## config.mk

```make
export PLATFORM = sky130hd
export DESIGN_NAME = bcd_digit_scanner_flat
export DESIGN_NICKNAME = d
export VERILOG_FILES = /design/src/rtl/bcd_digit_scanner_if.sv /design/src/rtl/bcd_digit_scanner.sv /design/src/flat_wrapper.sv
export SDC_FILE = /design/constraint.sdc
export NUM_CORES = 1
export LEC_CHECK = 0
export ABC_AREA = 1
export CAP_MARGIN = 10
export CELL_PAD_IN_SITES_DETAIL_PLACEMENT = 1
export CELL_PAD_IN_SITES_GLOBAL_PLACEMENT = 1
export CORE_ASPECT_RATIO = 1.25
export CORE_MARGIN = 4
export CORE_UTILIZATION = 40
export DETAILED_ROUTE_END_ITERATION = 16
export GPL_TIMING_DRIVEN = 0
export PLACE_DENSITY_LB_ADDON = 0.1
export SYNTH_ARGS = -nofsm -noshare
export SYNTH_HDL_FRONTEND = slang
export SYNTH_SLANG_ARGS = --single-unit
```

## constraint.sdc

```tcl
create_clock -name clk -period 2.9 [get_ports clk]
set_input_delay 0.58 -clock clk [delete_from_list [all_inputs] [get_ports clk]]
set_output_delay 0.58 -clock clk [all_outputs]
set_load 0.05 [all_outputs]
```

## src/rtl/bcd_digit_scanner_if.sv

```systemverilog
// ---------------------------------------------------------------------------
// bcd_digit_scanner_if
// Groups the load handshake and display bus of bcd_digit_scanner.
//   load            1-cycle strobe: capture digits_in into the shadow buffer
//   digits_in       packed BCD, nibble 0 = least-significant digit
//   update_pending  shadow holds data not yet shown
//   bcd             digit value currently on the shared bus
//   dig_en          one-hot, active-high digit enable
//   frame_done      one-cycle pulse after each completed frame
// master: the producer of digit data (drives load/digits_in).
// slave : the scanner itself.
// ---------------------------------------------------------------------------
interface bcd_digit_scanner_if #(
  parameter int NUM_DIGITS = 4
);
  logic                    load;
  logic [4*NUM_DIGITS-1:0] digits_in;
  logic                    update_pending;
  logic [3:0]              bcd;
  logic [NUM_DIGITS-1:0]   dig_en;
  logic                    frame_done;

  modport master (
    output load, digits_in,
    input  update_pending, bcd, dig_en, frame_done
  );

  modport slave (
    input  load, digits_in,
    output update_pending, bcd, dig_en, frame_done
  );
endinterface

```

## src/rtl/bcd_digit_scanner.sv

```systemverilog
// ---------------------------------------------------------------------------
// bcd_digit_scanner
// Time-multiplexes NUM_DIGITS packed BCD digits onto one 4-bit bus with a
// one-hot active-high digit enable. Loads are double-buffered (shadow ->
// active at frame boundaries) so a frame never shows a mix of old and new
// digits; each slot starts with BLANK_CYCLES of dead time against ghosting.
//
// Ports:
//   clk   in  system clock, rising edge
//   rst   in  asynchronous reset, active-high
//   bus   slave modport of bcd_digit_scanner_if
//         (load, digits_in, update_pending, bcd, dig_en, frame_done)
//
// Optional feature macro: LEADING_ZERO_BLANK_EN
//   When defined, digit i>0 stays dark for its whole slot if active nibbles
//   i..NUM_DIGITS-1 are all zero. Digit 0 is always lit.
// ---------------------------------------------------------------------------
module bcd_digit_scanner #(
  parameter int NUM_DIGITS   = 4,
  parameter int SCAN_DIV     = 50000,
  parameter int BLANK_CYCLES = 2
) (
  input  logic                 clk,
  input  logic                 rst,
  bcd_digit_scanner_if.slave   bus
);

  localparam int DW = 4 * NUM_DIGITS;
  localparam int PW = $clog2(SCAN_DIV);
  localparam int IW = $clog2(NUM_DIGITS);
  localparam logic [PW-1:0] PRESC_LAST = PW'(SCAN_DIV - 1);
  localparam logic [IW-1:0] IDX_LAST   = IW'(NUM_DIGITS - 1);

  // Registered state
  logic [PW-1:0]         presc_r;
  logic [IW-1:0]         idx_r;
  logic [DW-1:0]         shadow_r;
  logic [DW-1:0]         active_r;
  logic                  pending_r;
  logic                  frame_done_r;
  logic [3:0]            bcd_r;
  logic [NUM_DIGITS-1:0] dig_en_r;

  // Next-state values
  logic                  slot_end_s;
  logic                  frame_end_s;
  logic [PW-1:0]         presc_s;
  logic [IW-1:0]         idx_s;
  logic [DW-1:0]         shadow_s;
  logic [DW-1:0]         active_s;
  logic                  pending_s;
  logic [3:0]            bcd_s;
  logic [NUM_DIGITS-1:0] dig_en_s;

  function automatic logic [NUM_DIGITS-1:0] onehot(input logic [IW-1:0] i);
    logic [NUM_DIGITS-1:0] r;
    r = '0;
    r[i] = 1'b1;
    return r;
  endfunction

`ifdef LEADING_ZERO_BLANK_EN
  // Bit i is 0 when digit i and every more-significant digit are zero.
  function automatic logic [NUM_DIGITS-1:0] lz_mask(input logic [DW-1:0] act);
    logic [NUM_DIGITS-1:0] m;
    m = '1;
    for (int i = 1; i < NUM_DIGITS; i++) begin
      m[i] = |(act >> (4 * i));
    end
    return m;
  endfunction
`endif

  // Next-state logic for scan timing, double buffer and decoded outputs
  always_comb begin
    slot_end_s  = (presc_r == PRESC_LAST);
    frame_end_s = slot_end_s && (idx_r == IDX_LAST);
    shadow_s    = shadow_r;
    active_s    = active_r;
    pending_s   = pending_r;

    if (slot_end_s) begin
      presc_s = '0;
      if (idx_r == IDX_LAST) begin
        idx_s = '0;
      end else begin
        idx_s = idx_r + IW'(1);
      end
    end else begin
      presc_s = presc_r + PW'(1);
      idx_s   = idx_r;
    end

    // A load on the boundary edge bypasses the shadow so it shows at once
    if (bus.load) begin
      shadow_s = bus.digits_in;
      if (frame_end_s) begin
        active_s  = bus.digits_in;
        pending_s = 1'b0;
      end else begin
        pending_s = 1'b1;
      end
    end else if (frame_end_s && pending_r) begin
      active_s  = shadow_r;
      pending_s = 1'b0;
    end else begin
      pending_s = pending_r;
    end

    // Outputs are precomputed from next state so they can be registered and
    // still change on the same edge as idx.
    bcd_s = active_s[int'(idx_s) * 4 +: 4];

    if (int'(presc_s) < BLANK_CYCLES) begin
      dig_en_s = '0;
    end else begin
`ifdef LEADING_ZERO_BLANK_EN
      dig_en_s = onehot(idx_s) & lz_mask(active_s);
`else
      dig_en_s = onehot(idx_s);
`endif
    end
  end

  // State and output registers; reset clears everything immediately.
  // With BLANK_CYCLES=0 the first cycle after reset stays dark, since
  // dig_en is only loaded on the first edge.
  always_ff @(posedge clk or posedge rst) begin
    if (rst) begin
      presc_r      <= '0;
      idx_r        <= '0;
      shadow_r     <= '0;
      active_r     <= '0;
      pending_r    <= 1'b0;
      frame_done_r <= 1'b0;
      bcd_r        <= 4'd0;
      dig_en_r     <= '0;
    end else begin
      presc_r      <= presc_s;
      idx_r        <= idx_s;
      shadow_r     <= shadow_s;
      active_r     <= active_s;
      pending_r    <= pending_s;
      frame_done_r <= frame_end_s;
      bcd_r        <= bcd_s;
      dig_en_r     <= dig_en_s;
    end
  end

  assign bus.update_pending = pending_r;
  assign bus.bcd            = bcd_r;
  assign bus.dig_en         = dig_en_r;
  assign bus.frame_done     = frame_done_r;

endmodule
```

## src/flat_wrapper.sv

```systemverilog
// flat-port wrapper written by rule: the top's interface ports become plain ports
module bcd_digit_scanner_flat 
#(
  parameter int NUM_DIGITS   = 4,
  parameter int SCAN_DIV     = 50000,
  parameter int BLANK_CYCLES = 2
)
  (clk, rst, bus_load, bus_digits_in, bus_update_pending, bus_bcd, bus_dig_en, bus_frame_done);
  bcd_digit_scanner_if #(.NUM_DIGITS(NUM_DIGITS)) bus_i ();
  input  logic clk;
  input  logic rst;
  input wire logic [$bits(bus_i.load)-1:0] bus_load;
  input wire logic [$bits(bus_i.digits_in)-1:0] bus_digits_in;
  output wire logic [$bits(bus_i.update_pending)-1:0] bus_update_pending;
  output wire logic [$bits(bus_i.bcd)-1:0] bus_bcd;
  output wire logic [$bits(bus_i.dig_en)-1:0] bus_dig_en;
  output wire logic [$bits(bus_i.frame_done)-1:0] bus_frame_done;
  assign bus_i.load = bus_load;
  assign bus_i.digits_in = bus_digits_in;
  assign bus_update_pending = bus_i.update_pending;
  assign bus_bcd = bus_i.bcd;
  assign bus_dig_en = bus_i.dig_en;
  assign bus_frame_done = bus_i.frame_done;
  bcd_digit_scanner #(.NUM_DIGITS(NUM_DIGITS), .SCAN_DIV(SCAN_DIV), .BLANK_CYCLES(BLANK_CYCLES)) u_core (.clk(clk), .rst(rst), .bus(bus_i));
endmodule
```

After elaboration in Yosys (flattened, before gate mapping)
Cells that the tools add are included.

cells by class
  eq/ne operators = 2
  magnitude comparators = 3
  shifts and indexed selects = 1
  multiplexer cells = 12
  add/sub/neg operators = 2
  reductions and logical operators = 4

operators by type and width
  cell                   number
  $mux 16                4
  $add 16x1->16 const B  1
  $eq 16x16->1 const B   1
  $lt 16x2->1 const B    1
  $shiftx 16x5->4        1
  $mux 1                 4
  $mux 2                 2
  $mux 4                 1
  $logic_and 1x1->1      3
  $lt 2x3->1 const B     1
  $add 2x1->2 const B    1
  $demux 1 s2            1
  $eq 2x2->1 const B     1
  $ge 2x1->1 const B     1
  $reduce_bool 2->1      1

storage, ports and cells
  flip-flop bits (word level) = 60
  word-level logic and storage cells = 32

Longest topological paths before layout
Gate-level depths: netlist (run 1).

  depth in word-level cells = 8
  depth in mapped cells = 13

Worst setup path after synthesis (run 1)
OpenSTA, ideal clock, no wires.

  path kind = register to register
  start point = register u_core.pending_r (netlist: u_core.bus.update_pending)
  end point = register u_core.bcd_r[3] (netlist: u_core.bus.bcd[3])
  stages on the path, launching flop included = 10
  arrival = 1643 ps
  library setup time = 116 ps
  slack = 1141 ps
  cells stage by stage = dfrtp_1 > clkbuf_1 > nand4_2 > buf_2 > nand2_1 > nand3_1 > nand3_1 > nand2_1 > inv_1 > nand2_1

on the way
  longest elaborated chain between the ends = 4

RTL lines
  element                   RTL line                  source
  start: declaration        bcd_digit_scanner.sv:39   logic pending_r;
  start signal: assignment  bcd_digit_scanner.sv:143  pending_r <= pending_s;
  $logic_and 1x1->1         bcd_digit_scanner.sv:103  end else if (frame_end_s && pending_r) begin
  $mux 16                   bcd_digit_scanner.sv:103
  $mux 16                   bcd_digit_scanner.sv:95   if (bus.load) begin
  $shiftx 16x5->4           bcd_digit_scanner.sv:112  bcd_s = active_s[int'(idx_s) * 4 +: 4];
  net u_core.bcd_s[3]       bcd_digit_scanner.sv:52   logic [3:0] bcd_s;
  end signal: assignment    bcd_digit_scanner.sv:145  bcd_r <= bcd_s;
  end: declaration          bcd_digit_scanner.sv:41   logic [3:0] bcd_r;

The timed path passes the listed nets, and every way through them passes these cells.
A chain may end at the register's enable or synchronous reset.

Final worst setup path (run 1)
  start point = register u_core.idx_r[0]
  end point = register u_core.bcd_r[2] (netlist: u_core.bus.bcd[2])

on the way
  longest elaborated chain between the ends = 6

RTL lines
  element                   RTL line                                          source
  start: declaration        bcd_digit_scanner.sv:36                           logic [IW-1:0] idx_r;
  start signal: assignment  bcd_digit_scanner.sv:140                          idx_r <= idx_s;
  $eq 2x2->1                bcd_digit_scanner.sv:77, bcd_digit_scanner.sv:84
  $logic_and 1x1->1         bcd_digit_scanner.sv:77                           frame_end_s = slot_end_s && (idx_r == IDX_LAST);
  $logic_and 1x1->1         bcd_digit_scanner.sv:103
  $mux 16                   bcd_digit_scanner.sv:103
  $mux 16                   bcd_digit_scanner.sv:95
  $shiftx 16x5->4 (*)       bcd_digit_scanner.sv:112
  net u_core.bcd_s[2]       bcd_digit_scanner.sv:52

Mark *: on every way through the listed nets, which the timed path passes. The rest lies on a longest branch.

==> results of run 1 <==
==> path summary, 6_finish.rpt <==
| kind | start | endpoint |
|---|---|---|
| max in group asynchronous | rst | u_core.active_r[11] |
| setup reg to reg | u_core.idx_r[0] | u_core.bus.bcd[2] |
| setup / recovery | u_core.idx_r[0] | u_core.bus.bcd[2] |
| hold reg to reg | u_core.shadow_r[0] | u_core.shadow_r[0] |
| min in group asynchronous | rst | u_core.presc_r[3] |
| hold / removal | u_core.shadow_r[0] | u_core.shadow_r[0] |
==> cell usage after synthesis <==
cell type,count,area share [%]
nor2_4,7,2.4
nand2_1,153,17
buf_2,3,0.46
nand2_2,4,0.76
nand3_1,70,11
xor2_1,1,0.27
ha_1,2,0.76
nor2_2,3,0.57
nor3_1,4,0.61
dfrtp_1,60,46
nor2_1,38,4.3
nand3_2,1,0.30
inv_2,1,0.11
o21ai_1,1,0.15
o21ai_2,2,0.53
and2_1,16,3.0
nand4_2,1,0.38
inv_1,48,5.5
nand3b_1,1,0.23
nor3b_1,1,0.23
o21ai_0,4,0.61
buf_1,3,0.34
or2_2,1,0.19
buf_6,2,0.69
buf_4,1,0.23
clkbuf_1,8,0.91
nand4_1,13,2.5
==> layout by cell type, fill, tap and decap left out <==
| cell type | instances |
|---|---|
| and2_1 | 16 |
| buf_1 | 3 |
| buf_12 | 1 |
| buf_2 | 3 |
| buf_4 | 1 |
| buf_6 | 2 |
| clkbuf_1 | 9 |
| clkbuf_8 | 10 |
| clkdlybuf4s50_1 | 27 |
| clkinv_2 | 3 |
| dfrtp_1 | 60 |
| ha_1 | 2 |
| inv_1 | 47 |
| inv_2 | 2 |
| nand2_1 | 153 |
| nand2_2 | 4 |
| nand3_1 | 70 |
| nand3_2 | 1 |
| nand3b_1 | 1 |
| nand4_1 | 13 |
| nand4_2 | 1 |
| nor2_1 | 38 |
| nor2_2 | 3 |
| nor2_4 | 7 |
| nor3_1 | 4 |
| nor3b_1 | 1 |
| o21ai_0 | 4 |
| o21ai_1 | 1 |
| o21ai_2 | 2 |
| or2_2 | 1 |
| xor2_1 | 1 |
==> worst min-delay path, delay by kind of cell (launching register included) <==
family        cells  cell delay, ns
flops             1            0.34
simple gates      2            0.10
==> layer usage <==
metal  share of wire (%)  vias up
li1                    -     1491
met1                  41     1504
met2                  54       43
met3                 3.0       18
met4                 2.5        0
met5                   0        -
==> flip-flops by register name (all words and copies together), names as in the netlist <==
name                       count
u_core.active_r               16
u_core.presc_r                16
u_core.shadow_r               16
u_core.bus.bcd                 4
u_core.bus.dig_en              4
u_core.idx_r                   2
u_core.bus.frame_done          1
u_core.bus.update_pending      1
==> power breakdown <==
group	internal [mW]	switching, mW
registers	0.857	0.0115
clock network	0.319	0.316
logic	0.0340	0.0526
total	1.21	0.380
==> logic make-up after synthesis <==
kind of cell	after synthesis	synth area share (%)
XOR/XNOR	1	0.2668
flip-flops	60	45.73
AND/OR/NAND/NOR	313	43.71
buffers and inverters	66	8.231
AO/OA/AOI/OAI	7	1.296
adder cells (fa/ha/maj)	2	0.7621
==> area by class of cell <==
class,count,share of cell area [%]
Clock inverter,3,0.3901
Multi-Input combinational cell,323,39.27
Tap cell,95,3.088
Timing Repair Buffer,28,7.542
Buffer,17,2.243
Clock buffer,11,3.674
Sequential cell,60,39.01
Inverter,49,4.779
==> per-stage QoR <==
stage	utilization [%]	hold WS [ns]	total power, mW	instances
floorplan	-	0.4309	0.9208	449
global placement	46.59	0.4546	0.9675	571
detailed placement	46.84	0.4600	0.9735	572
CTS	48.83	0.4746	1.613	586
global route	48.83	0.4979	1.673	586
finish	48.83	0.4719	1.591	586
==> metrics.yaml, run 1 <==
routing:
  wl_per_cell_um: 16.10
  ant_nets: 0
  wirelength_um: 9435
  drt_iter0_drc: 110
  viasPerCell: 5.215
  drt-pass1-iter-count: 4
  drc: 0
  num_vias: 3056
worst_setup_path:
  worst-path-max-fanout: 10
  crit_path_frequent_cell: "nand2_1"
  arrival_ns: 2.55
  critical_path.slowest_cell: "clkbuf_1"
  start_kind: "flip-flop"
  critical_path_class: "reg -> reg"
  crit_cells: 10
  slowest_delay_ns: 0.41
  ff2ff_setup_slack_ns: 0.58
  rr_worst_depth: 10
  crit_family: "buffers and inverters"
  end_kind: "flip-flop"
  critPathBufInv: 3
  crit_chain: "ha_1 -> clkbuf_1 -> nand2_1 -> buf_2 -> nand2_1 -> nand3_1 -> nand3_1 -> nand2_1 -> inv_1 -> nand2_1"
  required_ns: 3.13
timing:
  final-setup-viol-count: 0
  rsz0062_at_grt: "false"
  hold_violations: 0
  setup_slack_ns: 0.5772
  max_freq_ghz: 0.4305
  fin_crit_ns: 2.323
  max_slew_margin_pct: 58.70
  final-max-slew-violation-count: 0
  tightest_slew_ns: 0.6195
  finalCritPeriodShare_pct: 80.10
  tns_ns: 0
  fin_worst_skew_ns: 0.005667
yosys:
  synth.distinct_cells: 27
  yosysWarningCount: 0
  ys_seq_area_share_pct: 45.73
  synth_area_mm2: 0.003283
  synth_fp_nets: 470
  synthCells: 449
  syn_avg_cell_area_um2: 7.312
  ys_ff_latch: 60
grt:
  antenna_found_initial: 0
  grt_usage_pct: 21.90
  grt_max_degree: 37
  grt_pass1_wl_um: 16060
  use_met2_pct: 40.29
  grt_pass1_vias: 3300
  grt_use_met3_pct: 4.423
  grtUsageMet1_pct: 24.06
  top_usage_layer: "met2"
  gr-total-overflow: 0
clock_tree:
  insertion_delay_ns: 0.34
  cts_root_buffer: "clkbuf_8"
  clkSinkCount: 60
  clk_pin_slew_ns: 0.07
  cts_tree: "yes"
  cts_buffers: 9
  cts_repair_resize_count: 0
  clock_path_buffers: 2
  postCtsHoldBufs: 0
  ctsHtreeMaxLevel: 3
  postCtsSetupBuffers: 0
outcome:
  outcome: "complete, no violations"
placed_design:
  place.gp.congestion: 0.8620
  portBuffers: 27
  pre_cts_ws_ns: 0.5786
  dp_hpwl_um: 7067
  placed_area_mm2: 0.003692
cells_and_area:
  design_area_mm2: 0.003849
  fill_cells: 1011
  syn_to_final_growth_pct: 17.23
  seqCellArea_mm2: 0.001501
  antenna_cells: 0
  final_nets: 509
  multi_input_area_mm2: 0.001511
  drive_gt1_share_pct: 8.350
floorplan:
  std_cell_rows: 36
  pin_count: 29
  fp.dieH_um: 109.3
  core_area_mm2: 0.007883
  die_area_mm2: 0.009730
  initial_core_util_pct: 41.65
  die_w_um: 89.03
power_and_ir_drop:
  power_per_cell_area_mw_per_mm2: 413.3
  peakVddDrop_mv: 0.3257
  leakage_nw: 1.881
hold_path:
  worstHoldPathType: "reg -> reg"
  holdPathStages: 2
run:
  maxCapViolCount: 0
Note: power is estimated with default switching activity, not from simulation.
==> inputs of run 2 (changes only) <==
- CORE_UTILIZATION: 40 -> 38
- clock period: 2.9 -> 2 ns (I/O delays scaled with it)
==> run 2 against run 1 <==
  * First-iteration DRC count increased by 9.1%
  * Total power is 49% higher
  * Wire length rose by 2.6%
  * Worst hold slack worse by 0.0011 ns
  * Design area rose by 6.2%
  * Sequential share of layout area down 2.2 points
  * Clock power is 55% higher
  * Die area rose by 4.8%
  * Clock-buffer cell count is 2 higher
  * Cell count up 1.5%
  * Global-route usage shrank 1.5 points
  * Non-clock buffer count rose by 6
==> metrics.yaml, run 2 (synthesis gave the netlist of run 1 again) <==
clock_tree:
  clock_path_buffers: 2
  cts_buffers: 9
  cts_root_buffer: "clkbuf_8"
  clkSinkCount: 60
  insertion_delay_ns: 0.34
  ctsHtreeMaxLevel: 3
  clk_pin_slew_ns: 0.07
  cts_tree: "yes"
cells_and_area:
  antenna_cells: 0
  final_nets: 515
  post-route-util_pct: 49.04
  largestRegisters: "u_core.active_r x16, u_core.presc_r x16, u_core.shadow_r x16"
  fill_cells: 1050
  syn_to_final_growth_pct: 24.47
  drive_gt1_share_pct: 15.26
  design_area_mm2: 0.004086
  multi_input_area_mm2: 0.001649
  mostFrequentLayoutCells: "nand2_1 (148), nand3_1 (62), dfrtp_1 (58), inv_1 (46), nor2_1 (31)"
  seqCellArea_mm2: 0.001504
  final_common_cell: "nand2_1"
worst_setup_path:
  ff2ff_setup_slack_ns: 0.02
  worst-path-max-fanout: 10
  rr_worst_depth: 12
  critical_path_class: "reg -> reg"
  start_kind: "flip-flop"
  end_kind: "flip-flop"
  rr_startpoint: "u_core.presc_r[0]"
  required_ns: 2.28
  r2r_end: "u_core.bus.bcd[2]"
  arrival_ns: 2.26
placed_design:
  placed_area_mm2: 0.003695
  dp_hpwl_um: 7144
  place.gp.congestion: 0.8435
  portBuffers: 27
floorplan:
  initial_core_util_pct: 39.40
  fp.dieH_um: 111.9
  pin_count: 29
  std_cell_rows: 37
  core_area_mm2: 0.008333
  die_w_um: 91.14
  die_area_mm2: 0.01020
routing:
  viasPerCell: 5.150
  drt_iter0_drc: 120
  ant_nets: 0
  wl_per_cell_um: 16.27
  drc: 0
  wirelength_um: 9680
  num_vias: 3064
  drt-pass1-iter-count: 6
timing:
  tns_ns: 0
  max_slew_margin_pct: 50.07
  fin_worst_skew_ns: 0.01182
  finalCritPeriodShare_pct: 98.98
  hold_violations: 0
  final-max-slew-violation-count: 0
  tightest_slew_ns: 0.7478
  holdWs_ns: 0.4709
  final-setup-viol-count: 0
  max_freq_ghz: 0.5051
  fin_crit_ns: 1.980
  rsz0062_at_grt: "true"
power_and_ir_drop:
  peakVddDrop_mv: 0.2769
  power_per_cell_area_mw_per_mm2: 579.9
  leakage_nw: 1.984
hold_path:
  holdPathEnd: "u_core.shadow_r[13]"
  holdPathStages: 2
  worstHoldStart: "u_core.shadow_r[13]"
  worstHoldPathType: "reg -> reg"
grt:
  grt_pass1_vias: 3379
  grt_max_degree: 34
  grt_usage_pct: 20.45
  gr-total-overflow: 0
  antenna_found_initial: 0
  grt_pass1_wl_um: 16470
run:
  maxCapViolCount: 0
outcome:
  outcome: "complete, no violations"
## run 2: cell types whose count changed in the layout (fill, tap and decap cells not counted), sizes merged
cell and delta:
buf +7, clkbuf +1, clkinv -1
## run 2: area by class of cell
cell class | instances | area share (%)
clock inverters | 2 | 0.2449
flip-flops and latches | 60 | 36.80
well taps | 97 | 2.970
multi-input cells | 323 | 40.36
inverters | 49 | 4.501
clock buffers | 13 | 3.889
repair buffers | 34 | 8.206
plain buffers | 17 | 3.031
## run 2: power by group
part | switching (mW) | internal, mW
Combinational | 0.0757 | 0.0493
Clock | 0.478 | 0.508
Sequential | 0.0171 | 1.24
## run 2: how the worst max path moves through the flow
stage,from,endpoint,depth (start not counted)
floorplan,rst,u_core.active_r[0],1
global placement,rst,u_core.bus.bcd[2],2
detailed placement,u_core.idx_r[0],u_core.bus.bcd[2],10
CTS,u_core.presc_r[0],u_core.bus.dig_en[2],11
global route,u_core.presc_r[0],u_core.bus.bcd[0],12
finish,u_core.presc_r[0],u_core.bus.bcd[2],12
## run 2: repair_timing
item	4_1_cts	5_1_grt
resized for setup	16	36
cloned	0	0
hold buffers	0	0
pin swaps	4	13
setup buffers	5	1
endpoints found under the setup margin	22	8
## run 2: critical path, cell delays in order, from the launching register on
cell and delay [ns]:
dfrtp_1 0.42, ha_4 0.19, nand3_4 0.12, nor2_4 0.17, nand2_4 0.09, buf_12 0.16, nand2_1 0.07, o21ai_2 0.11
nor2_4 0.24, nand3_2 0.12, nand2_1 0.09, inv_1 0.07, nand2_1 0.06
## run 2: metrics by stage
| stage | total power [mW] | setup slack (ns) | cells |
|---|---|---|---|
| after floorplan | 1.335 | 0.1153 | 449 |
| after global placement | 1.403 | -1.134 | 573 |
| after detailed placement | 1.411 | -0.3112 | 574 |
| after CTS | 2.407 | 0.004248 | 594 |
| after global routing | 2.492 | -0.07803 | 595 |
| final | 2.370 | 0.02036 | 595 |
## run 2: metal layers
layer | global-route usage, % | vias to the layer above | routed length [um]
met1 | 22.71 | 1495 | 3944
met4 | 8.350 | 0 | 249
met3 | 3.446 | 18 | 257
met5 | 0 | - | 0
li1 | - | 1501 | -
met2 | 38.16 | 50 | 5230
==> inputs of run 3 (changes only) <==
- SKIP_CTS_REPAIR_TIMING: unset -> 1
==> run 3 against run 2 <==
  * Sequential share of layout area shrank 0.78 points
  * Clock power up 0.9%
  * Sequential cell count unchanged
  * Via count up 0.52%
  * Clock-buffer cell count unchanged
  * Combinational power about the same
  * Register-to-register slack improved by 0.03 ns
  * First-iteration DRC count decreased by 10%
  * Critical endpoint unchanged
  * Fmax grew 1.7%
  * Sequential power about the same
  * Clock skew is 0.0011 ns lower
  * Total power rose by 0.46%
  * Highest routed layer unchanged
==> metrics.yaml, run 3 (synthesis gave the netlist of run 1 again) <==
outcome:
  outcome: "complete, no violations"
worst_setup_path:
  start_kind: "flip-flop"
  crit_family: "simple AND/OR/NAND/NOR gates"
  rr_startpoint: "u_core.presc_r[0]"
  critical_path_class: "reg -> reg"
  rr_worst_depth: 12
  r2r_end: "u_core.bus.bcd[2]"
  cp-endpoint: "u_core.bus.bcd[2]"
  required_ns: 2.28
  critical_path.slowest_cell: "dfrtp_1"
  ff2ff_setup_slack_ns: 0.05
  slowest_delay_ns: 0.41
  crit_cells: 12
  end_kind: "flip-flop"
  critPathLaunch: "u_core.presc_r[0]"
  arrival_ns: 2.23
  critPathBufInv: 2
  crit_chain: "ha_4 -> nand3_4 -> nor2_4 -> nand2_4 -> buf_12 -> nand2_2 -> o21ai_4 -> nor2_4 -> nand3_2 -> nand2_1 -> inv_1 -> nand2_1"
  worst-path-max-fanout: 10
placed_design:
  dp_hpwl_um: 7144
  pre_cts_ws_ns: -0.3112
  placed_area_mm2: 0.003695
  place.gp.congestion: 0.8435
  portBuffers: 27
floorplan:
  core_area_mm2: 0.008333
  std_cell_rows: 37
  die_w_um: 91.14
  pin_count: 29
  initial_core_util_pct: 39.40
  die_area_mm2: 0.01020
  fp.dieH_um: 111.9
routing:
  wirelength_um: 9821
  wl_per_cell_um: 16.40
  viasPerCell: 5.142
  drt_iter0_drc: 108
  ant_nets: 0
  drt-pass1-iter-count: 4
  num_vias: 3080
  drc: 0
cells_and_area:
  design_area_mm2: 0.004175
  syn_to_final_growth_pct: 27.17
  final_nets: 519
  antenna_cells: 0
  largestRegisters: "u_core.active_r x16, u_core.presc_r x16, u_core.shadow_r x16"
  drive_gt1_share_pct: 17.53
  mostFrequentLayoutCells: "nand2_1 (149), dfrtp_1 (58), nand3_1 (56), inv_1 (44), nor2_1 (30)"
  final_common_cell: "nand2_1"
clock_tree:
  ctsHtreeMaxLevel: 3
  clkSinkCount: 60
  cts_root_buffer: "clkbuf_8"
  cts_buffers: 9
  insertion_delay_ns: 0.34
  clk_pin_slew_ns: 0.07
  clock_path_buffers: 2
  cts_tree: "yes"
run:
  maxCapViolCount: 0
grt:
  grt_pass1_wl_um: 16250
  gr-total-overflow: 0
  grt_pass1_vias: 3330
  grt_max_degree: 34
  grt_usage_pct: 20.18
  antenna_found_initial: 0
timing:
  max_freq_ghz: 0.5135
  fin_worst_skew_ns: 0.01076
  max_slew_margin_pct: 50.28
  setup_slack_ns: 0.05251
  finalCritPeriodShare_pct: 97.37
  holdWs_ns: 0.4720
  tns_ns: 0
  fin_crit_ns: 1.947
  final-setup-viol-count: 0
  tightest_slew_ns: 0.7447
  final-max-slew-violation-count: 0
  rsz0062_at_grt: "true"
  hold_violations: 0
power_and_ir_drop:
  peakVddDrop_mv: 0.2786
  power_per_cell_area_mw_per_mm2: 570.2
  power.total_mw: 2.381
  leakage_nw: 2.055
hold_path:
  worstHoldPathType: "reg -> reg"
==> run 3: per-stage QoR <==
step	utilization [%]	instances
2_1_floorplan	-	449
3_3_place_gp	44.10	573
3_5_place_dp	44.34	574
6_report	50.11	599
5_1_grt	50.11	599
4_1_cts	46.37	589
==> run 3: power by group <==
group	leakage [nW]	internal, mW	switching, mW	total [mW]
Clock	0.0893	0.508	0.487	0.995
Combinational	1.29	0.0493	0.0764	0.126
Sequential	0.678	1.24	0.0179	1.26
Total	2.06	1.80	0.581	2.38
==> run 3: area by class of cell <==
type	count	area [um2]
inverter	49	183.9
clock inverter	2	10.01
buffer	17	123.9
sequential	60	1504
fill	1034	4158
timing repair buffer	38	376.6
clock buffer	13	158.9
multi-input combinational	323	1697
tap	97	121.4
==> run 3: how the worst min path moves through the flow <==
| stage | startpoint | end | depth (start not counted) |
|---|---|---|---|
| final | u_core.shadow_r[12] | u_core.shadow_r[12] | 2 |
| after global routing | u_core.shadow_r[8] | u_core.shadow_r[8] | 2 |
| after CTS | u_core.shadow_r[13] | u_core.shadow_r[13] | 2 |
| after detailed placement | u_core.shadow_r[13] | u_core.shadow_r[13] | 2 |
| after global placement | u_core.presc_r[0] | u_core.presc_r[0] | 1 |
| after floorplan | u_core.presc_r[0] | u_core.presc_r[0] | 1 |
==> run 3: routing by layer <==
| metal | GRT usage, % | share of wire, % | vias up |
|---|---|---|---|
| met1 | 22.28 | 41 | 1533 |
| met2 | 37.72 | 55 | 26 |
| li1 | - | - | 1509 |
| met5 | 0 | 0 | - |
| met3 | 3.986 | 1.6 | 12 |
| met4 | 7.545 | 1.8 | 0 |
==> run 3: tightest hold or removal path, delay by kind of cell (launching register included) <==
family           cells  cell delay (ns)
DFF                  1             0.34
and+or+nand+nor      2             0.10
